$ cat config.mk
export PLATFORM = sky130hd
export DESIGN_NAME = seg_scan_ctrl_flat
export DESIGN_NICKNAME = d
export VERILOG_FILES = /design/src/rtl/seg_scan_ctrl_if.sv /design/src/rtl/seg_scan_ctrl.sv /design/src/flat_wrapper.sv
export SDC_FILE = /design/constraint.sdc
export NUM_CORES = 1
export LEC_CHECK = 0
export BUFFER_PORTS_ARGS = -buffer_cell sky130_fd_sc_hd__buf_2
export CORE_UTILIZATION = 50
export CTS_BUF_LIST = sky130_fd_sc_hd__clkbuf_8 sky130_fd_sc_hd__clkbuf_16
export DETAILED_ROUTE_END_ITERATION = 10
export PLACE_DENSITY_LB_ADDON = 0.3
export SYNTH_ARGS = -nofsm -noshare
export SYNTH_HDL_FRONTEND = slang
export SYNTH_SLANG_ARGS = --single-unit
$ cat constraint.sdc
create_clock -name clk -period 2.2 [get_ports clk]
set_input_delay 0.11 -clock clk [delete_from_list [all_inputs] [get_ports clk]]
set_output_delay 0.11 -clock clk [all_outputs]
set_load 0.01 [all_outputs]
$ cat src/rtl/seg_scan_ctrl_if.sv
// Write/scan bus of the multiplexed 7-segment scan controller.
interface seg_scan_ctrl_if #(parameter int DIGITS = 4);
  localparam int AW = $clog2(DIGITS);

  logic              en;
  logic              wr_en;
  logic [AW-1:0]     wr_addr;
  logic [3:0]        wr_data;
  logic              swap;
  logic              swap_pending;
  logic [3:0]        nib;
  logic [DIGITS-1:0] an;
  logic              frame_done;

  modport master (output en, wr_en, wr_addr, wr_data, swap,
                  input  swap_pending, nib, an, frame_done);
  modport slave  (input  en, wr_en, wr_addr, wr_data, swap,
                  output swap_pending, nib, an, frame_done);
endinterface

$ cat src/rtl/seg_scan_ctrl.sv
// Time-multiplexed digit scanner feeding one shared hex-to-7-segment decoder,
// with a double-buffered nibble per digit and blanking between digits.
module seg_digit (
  input  logic       clk,
  input  logic       rst,
  input  logic       wr,
  input  logic       copy,
  input  logic [3:0] data,
  output logic [3:0] act,
  output logic [3:0] act_nxt
);
  logic [3:0] shadow, shadow_nxt;

  // A copy sees a same-cycle write (write-through into the active buffer).
  always_comb begin
    shadow_nxt = wr ? data : shadow;
    act_nxt    = copy ? shadow_nxt : act;
  end

  always_ff @(posedge clk) begin
    if (rst) begin
      shadow <= '0;
      act    <= '0;
    end else begin
      shadow <= shadow_nxt;
      act    <= act_nxt;
    end
  end
endmodule

module seg_scan_ctrl #(
  parameter int DIGITS = 4,
  parameter int DWELL  = 1000,
  parameter int BLANK  = 2
) (
  input  logic          clk,
  input  logic          rst,
  seg_scan_ctrl_if.slave bus
);
  localparam int AW = $clog2(DIGITS);
  localparam int CW = $clog2(((DWELL > BLANK) ? DWELL : BLANK) + 1);
  localparam logic [CW-1:0] DW_LD = CW'(DWELL - 1);
  localparam logic [CW-1:0] BL_LD = CW'((BLANK > 0) ? BLANK - 1 : 0);
  localparam logic [AW-1:0] LAST  = AW'(DIGITS - 1);

  typedef enum logic [1:0] {IDLE, BLNK, SHOW} state_t;

  state_t            state, state_n;
  logic [AW-1:0]     d, d_n;
  logic [CW-1:0]     cnt, cnt_n;
  logic              boundary, copy;
  logic              pend;
  logic [3:0]        nib_r;
  logic [DIGITS-1:0] an_r;
  logic              fd_r;
  logic [DIGITS-1:0][3:0] act, act_nxt;

  for (genvar i = 0; i < DIGITS; i++) begin : g_dig
    seg_digit u_dig (
      .clk     (clk),
      .rst     (rst),
      .wr      (bus.wr_en && (bus.wr_addr == AW'(i))),
      .copy    (copy),
      .data    (bus.wr_data),
      .act     (act[i]),
      .act_nxt (act_nxt[i])
    );
  end

  always_comb begin
    state_n  = state;
    d_n      = d;
    cnt_n    = cnt;
    boundary = 1'b0;
    case (state)
      IDLE: begin
        d_n   = '0;
        cnt_n = '0;
        if (bus.en) begin
          if (BLANK == 0) begin
            state_n = SHOW;
            cnt_n   = DW_LD;
          end else begin
            state_n = BLNK;
            cnt_n   = BL_LD;
          end
        end
      end
      BLNK: begin
        if (!bus.en) begin
          state_n = IDLE;
          d_n     = '0;
          cnt_n   = '0;
        end else if (cnt != '0) begin
          cnt_n = cnt - CW'(1);
        end else begin
          state_n = SHOW;
          cnt_n   = DW_LD;
        end
      end
      SHOW: begin
        if (!bus.en) begin
          state_n = IDLE;
          d_n     = '0;
          cnt_n   = '0;
        end else if (cnt != '0) begin
          cnt_n = cnt - CW'(1);
        end else begin
          boundary = (d == LAST);
          d_n      = boundary ? '0 : d + AW'(1);
          if (BLANK == 0) begin
            state_n = SHOW;
            cnt_n   = DW_LD;
          end else begin
            state_n = BLNK;
            cnt_n   = BL_LD;
          end
        end
      end
      default: state_n = IDLE;
    endcase
  end

  // IDLE behaves as a permanent frame boundary for swap purposes.
  assign copy = (boundary || (state == IDLE)) && (pend || bus.swap);

  // an/nib are registered from the next state so they line up with it;
  // nib uses post-copy data so a swapped digit never flashes old contents.
  always_ff @(posedge clk) begin
    if (rst) begin
      state <= IDLE;
      d     <= '0;
      cnt   <= '0;
      an_r  <= '0;
      nib_r <= '0;
      fd_r  <= 1'b0;
      pend  <= 1'b0;
    end else begin
      state <= state_n;
      d     <= d_n;
      cnt   <= cnt_n;
      an_r  <= (state_n == SHOW) ? (DIGITS'(1) << d_n) : '0;
      nib_r <= (state_n == IDLE) ? 4'h0 : act_nxt[d_n];
      fd_r  <= boundary;
      pend  <= copy ? 1'b0 : (pend | bus.swap);
    end
  end

  assign bus.an           = an_r;
  assign bus.nib          = nib_r;
  assign bus.frame_done   = fd_r;
  assign bus.swap_pending = pend;
endmodule

$ cat src/flat_wrapper.sv
// flat-port wrapper written by rule: the top's interface ports become plain ports
module seg_scan_ctrl_flat 
#(
  parameter int DIGITS = 4,
  parameter int DWELL  = 1000,
  parameter int BLANK  = 2
)
  (clk, rst, bus_en, bus_wr_en, bus_wr_addr, bus_wr_data, bus_swap, bus_swap_pending, bus_nib, bus_an, bus_frame_done);
  seg_scan_ctrl_if #(.DIGITS(DIGITS)) bus_i ();
  input  logic clk;
  input  logic rst;
  input wire logic [$bits(bus_i.en)-1:0] bus_en;
  input wire logic [$bits(bus_i.wr_en)-1:0] bus_wr_en;
  input wire logic [$bits(bus_i.wr_addr)-1:0] bus_wr_addr;
  input wire logic [$bits(bus_i.wr_data)-1:0] bus_wr_data;
  input wire logic [$bits(bus_i.swap)-1:0] bus_swap;
  output wire logic [$bits(bus_i.swap_pending)-1:0] bus_swap_pending;
  output wire logic [$bits(bus_i.nib)-1:0] bus_nib;
  output wire logic [$bits(bus_i.an)-1:0] bus_an;
  output wire logic [$bits(bus_i.frame_done)-1:0] bus_frame_done;
  assign bus_i.en = bus_en;
  assign bus_i.wr_en = bus_wr_en;
  assign bus_i.wr_addr = bus_wr_addr;
  assign bus_i.wr_data = bus_wr_data;
  assign bus_i.swap = bus_swap;
  assign bus_swap_pending = bus_i.swap_pending;
  assign bus_nib = bus_i.nib;
  assign bus_an = bus_i.an;
  assign bus_frame_done = bus_i.frame_done;
  seg_scan_ctrl #(.DIGITS(DIGITS), .DWELL(DWELL), .BLANK(BLANK)) u_core (.clk(clk), .rst(rst), .bus(bus_i));
endmodule
# After elaboration in Yosys (flattened, before gate mapping)
# Cells that the tools add are included.
# classes
n_addsub,2
order_cmp,1
n_eq_ne,7
shift,1
mux,30
n_bitwise,2
n_reduce_logical,15
# op_table
operator,n
$mux 10,4
$mux 4,9
$pmux 10 s3,1
$mux 2,9
$pmux 2 s3,2
$eq 2x2->1 const B,5
$reduce_bool 10->1,1
$sub 10x1->10 const B,1
$bmux 4 s2,1
$logic_not 2->1,3
$reduce_or 2->1,3
$logic_and 1x1->1,5
$eq 2x1->1 const B,2
$mux 1,4
$shl 1x2->4 const A,1
$lt 2x3->1 const B,1
$reduce_bool 3->1,1
$add 2x1->2 const B,1
$logic_or 1x1->1,2
$not 1->1,1
$or 1x1->1,1
# word_totals
ff_bits,56

# Depth between registers and ports, before layout
# logic_depth
depth_word,9
depth_mapped,10
mapped_depth_nobuf,8

# Hierarchy
# From an unflattened synthesis, not the netlist that was laid out.
# hier_totals
cells_unflattened,294
area_unflattened_um2,2690.1
# by_module_without_submodules
module,instances,cells_per_inst,area_per_inst_um2
seg_scan_ctrl,1,170,1514.0
seg_digit,4,31,294.0

# Worst setup path after synthesis
# OpenSTA, ideal clock, no wires.
# synth_timing
path_type,register to register
startpoint,reg u_core.state[0]
endpoint,"reg u_core.nib_r[2], in the netlist u_core.bus.nib[2]"
setup_time_ns,0.117
arrival_time_ns,2.078
required_time_ns,2.083
setup_slack_ns,0.005
stages_incl_launch_ff,9
n_path_buf,1
period_less_slack_ns,2.195
cell_sequence,dfxtp_1 > ha_1 > or4bb_1 > nor4_1 > a31o_2 > buf_4 > mux2i_1 > nand2_1 > a32o_1
# synth_between
elab_chain_len,7
elab_cells_between_ends,21
cone_classes,eq/ne: 2; mux: 14; reduce/logical: 5
# synth_rtl
element,line_no,text
start: declaration,seg_scan_ctrl.sv:48,"state_t state, state_n;"
start signal: assignment,seg_scan_ctrl.sv:139,state <= state_n;
$eq 2x2->1,seg_scan_ctrl.sv:75,case (state)
$mux 1,seg_scan_ctrl.sv:75,
$logic_or 1x1->1,seg_scan_ctrl.sv:125,assign copy = (boundary || (state == IDLE)) && (pend || bus.swap);
$logic_and 1x1->1,seg_scan_ctrl.sv:125,
$mux 4,seg_scan_ctrl.sv:17,act_nxt = copy ? shadow_nxt : act;
$bmux 4 s2,seg_scan_ctrl.sv:143,nib_r <= (state_n == IDLE) ? 4'h0 : act_nxt[d_n];
$mux 4 (not written as such),seg_scan_ctrl.sv:143,
end signal: assignment,seg_scan_ctrl.sv:143,
end: declaration,seg_scan_ctrl.sv:53,logic [3:0] nib_r;
# Parallel ways exist; a longest one is shown, timed or not. The select of a mux whose other input is x is not followed.
# A chain may end at the register's enable or synchronous reset.

# Worst setup path after layout
# Ends and elaborated chain as after synthesis.

==> reports/results.tsv <==
metric	value	unit
violations	setup timing	
p_int	1.53	mW
grt_pass1_vias	1986	
portBuffers	20	
synth_top_area_share	42.2	%
synth_compound_area_share	17.0	%
grt_busiest_layer	met2	
yosysWarnings	0	
synth-main-ff-cell	dfxtp_1	
grt_pass1_wl	9140	µm
post-route-drc-count	0	
first_pass_iters	4	
netSwitchingFraction	30.8	%
switching_power	0.682	mW
clkLatencyLatePin	320	ps
fmax	449	MHz
initial_core_util	52.0	%
final.setup.worst_slack	-26.6	ps
std_cell_rows	26	
reg2reg_depth	8	
synthToLayoutAreaGrowth	22.0	%
setup_viol	4	
fillers	413	
r2r_start	u_core.state[0]	
cts_tree	done	
syn_nets	309	
htree_num_levels	2	
path_class	reg2reg	
leakage	1.36	nW
yosysSeqAreaShare	42.2	%
power_frac_seq	50.3	%
routed_wl	5850	µm
crit_path_end_kind	flop	
cap_violations	0	
final_common_cell	dfxtp_1	
cp_slowest_stage_delay	520	ps
critPathRequiredTime	2450	ps
fp.coreArea	5110	µm²
use_met3	4.28	%
multi_input_area	1540	µm²
place_worst_setup_slack	-98.4	ps
wl_per_cell	14.4	µm
final_nets	353	
cts-root-buf	clkbuf_8	
post-route-period-util	101	%
synth_fa_ha_area_share	3.30	%
grt_max_degree	47	
fin_util	63.4	%
slowest_stage	or4bb_4	
grt_setup_unrepaired	true	
pwr-share-comb	22.6	%
diodes	0	
synth-seq-cells	56	
cts_buffer_depth	2	
antenna_found_initial	0	
met1_usage	28.6	%
gr-usage-met2	34.7	%
async_reset_ff_share	0	%
cts_made_buffers	5	
synth.largest_area_cell	dfxtp_1	
min_from	bus_swap	
io-pin-count	21	
avgSynthCellArea	9.12	µm²
final_cell_mix	dfxtp_1, nor2_1, mux2i_1, buf_4, buf_2	
postRouteAntennaNets	0	
clock-sinks	56	
cp-start-kind	flop	
syn_inst	291	
slew_headroom	68.2	%
final.setup.tns	-87.2	ps
syn_area	2650	µm²
dieArea	5600	µm²
synthMuxAreaShare	14.0	%
skew	15.8	ps
r2r-end	u_core.bus.nib[2]	
synth-simple-area-share	20.1	%
crit_start	u_core.state[0]	
synth_edf_count	0	
synth_xor_xnor_area_share	0	%
die_h	74.9	µm
whs_path_depth	3	
drive_gt1_share	28.0	%
path_clk_slew	110	ps
period_minus_slack	2230	ps
viasPerCell	5.45	
gp_congestion	0.871	
die_w	74.9	µm
path_cells	ha_4 > or4bb_4 > nor4_4 > a31o_4 > buf_12 > mux2_2 > mux2i_1 > a32o_1	
slew_viol_final	0	
tightest_slew	477	ps
pwr-share-clk	27.2	%
hold_path.class	in2reg	
seqCellArea	1130	µm²
num_vias	2211	
cp_data_arrival_time	2480	ps
rrSetupSlack	-30	ps
grt_usage	21.7	%
power_density	684	nW/µm²
overflow	0	
cp_max_fo	5	
finalHoldViolCount	0	
synth_cell_types	49	
hpwlAfterDp	4070	µm
peakVddDrop	0.000430	V
dr.first_iter.drc_count	149	
synthTopCellsByArea	dfxtp_1, mux2i_1, nor2_1	
synth_top_family_by_area	simple AND/OR/NAND/NOR gates	
status	complete, but fails checks	
hold_buffers	0	
min_to	u_core.bus.swap_pending	
-- worst max path at each step --
stage	endpoint	slack, ps	depth (start not counted)
after floorplan	u_core.bus.nib[2]	5	8
after global placement	u_core.bus.nib[1]	-10	8
after detailed placement	u_core.bus.nib[3]	-100	8
after CTS	u_core.bus.nib[1]	-50	10
after global routing	u_core.bus.nib[1]	-130	8
final	u_core.bus.nib[2]	-30	8
-- cells by family after synthesis --
logic type,Yosys count
AND/OR/NAND/NOR,106
AO/OA/AOI/OAI,67
flip-flops,56
multiplexers,36
buffers and inverters,19
adder cells (fa/ha/maj),7
-- per-stage QoR --
stage | cell area, µm² | hold WS (ps) | power (mW) | instances
finish | 3240 | 81.4 | 2.21 | 406
global route | 3240 | 106 | 2.32 | 406
CTS | 3220 | 73.8 | 2.21 | 407
detailed placement | 3010 | 423 | 1.60 | 395
global placement | 3010 | 418 | 1.59 | 395
floorplan | 2650 | 265 | 1.44 | 291
-- cell usage after synthesis (6+ instances only) --
library cell	n
nand3_1	8
ha_1	7
a21oi_1	17
nand2_1	13
o21ai_0	14
nor3_1	8
clkbuf_1	6
nor2_1	51
dfxtp_1	56
mux2i_1	28
a211oi_1	17
-- power groups by stage --
stage | Clock, mW | Combinational (mW) | Sequential [mW]
after floorplan | 0 | 0.315 | 1.13
after global placement | 0 | 0.462 | 1.13
after detailed placement | 0 | 0.468 | 1.13
after CTS | 0.612 | 0.484 | 1.11
after global routing | 0.649 | 0.551 | 1.12
final | 0.601 | 0.499 | 1.11
-- metal layers --
metal | part of all wire [%] | up-vias
li1 | - | 1134
met1 | 46 | 1017
met2 | 49 | 48
met3 | 2.8 | 12
met4 | 2.2 | 0
met5 | 0 | -
-- final cells by class --
type                    instances  area share, %
clock inverters                 3          0.773
well taps                      70           2.70
repair buffers                 51           11.6
inverters                       5          0.580
clock buffers                   5           2.13
multi-input cells             216           47.4
flip-flops and latches         56           34.9
-- state kept, by name, indices dropped and copies added, names as in the netlist --
register	count
u_core.g_dig.u_dig.act	16
u_core.d	2
u_core.bus.nib	4
u_core.state	2
u_core.bus.frame_done	1
u_core.bus.swap_pending	1
u_core.bus.an	4
u_core.g_dig.u_dig.shadow	16
u_core.cnt	10
-- timing repair --
action / 4_1_cts / 5_1_grt
cloned: 2 / 0
pin swaps: 2 / 8
buffers inserted: 2 / 1
setup endpoints to repair: 4 / 16
resized for setup: 15 / 20
-- critical path: cells and delay by family, from the launching register on --
kind	cells	cell delay (ps)
buf+inv	1	120
fa+ha+maj	1	160
simple gates	2	750
compound gates	2	310
flops	1	380
mux	2	450
Note: power is estimated with default switching activity, not from simulation.
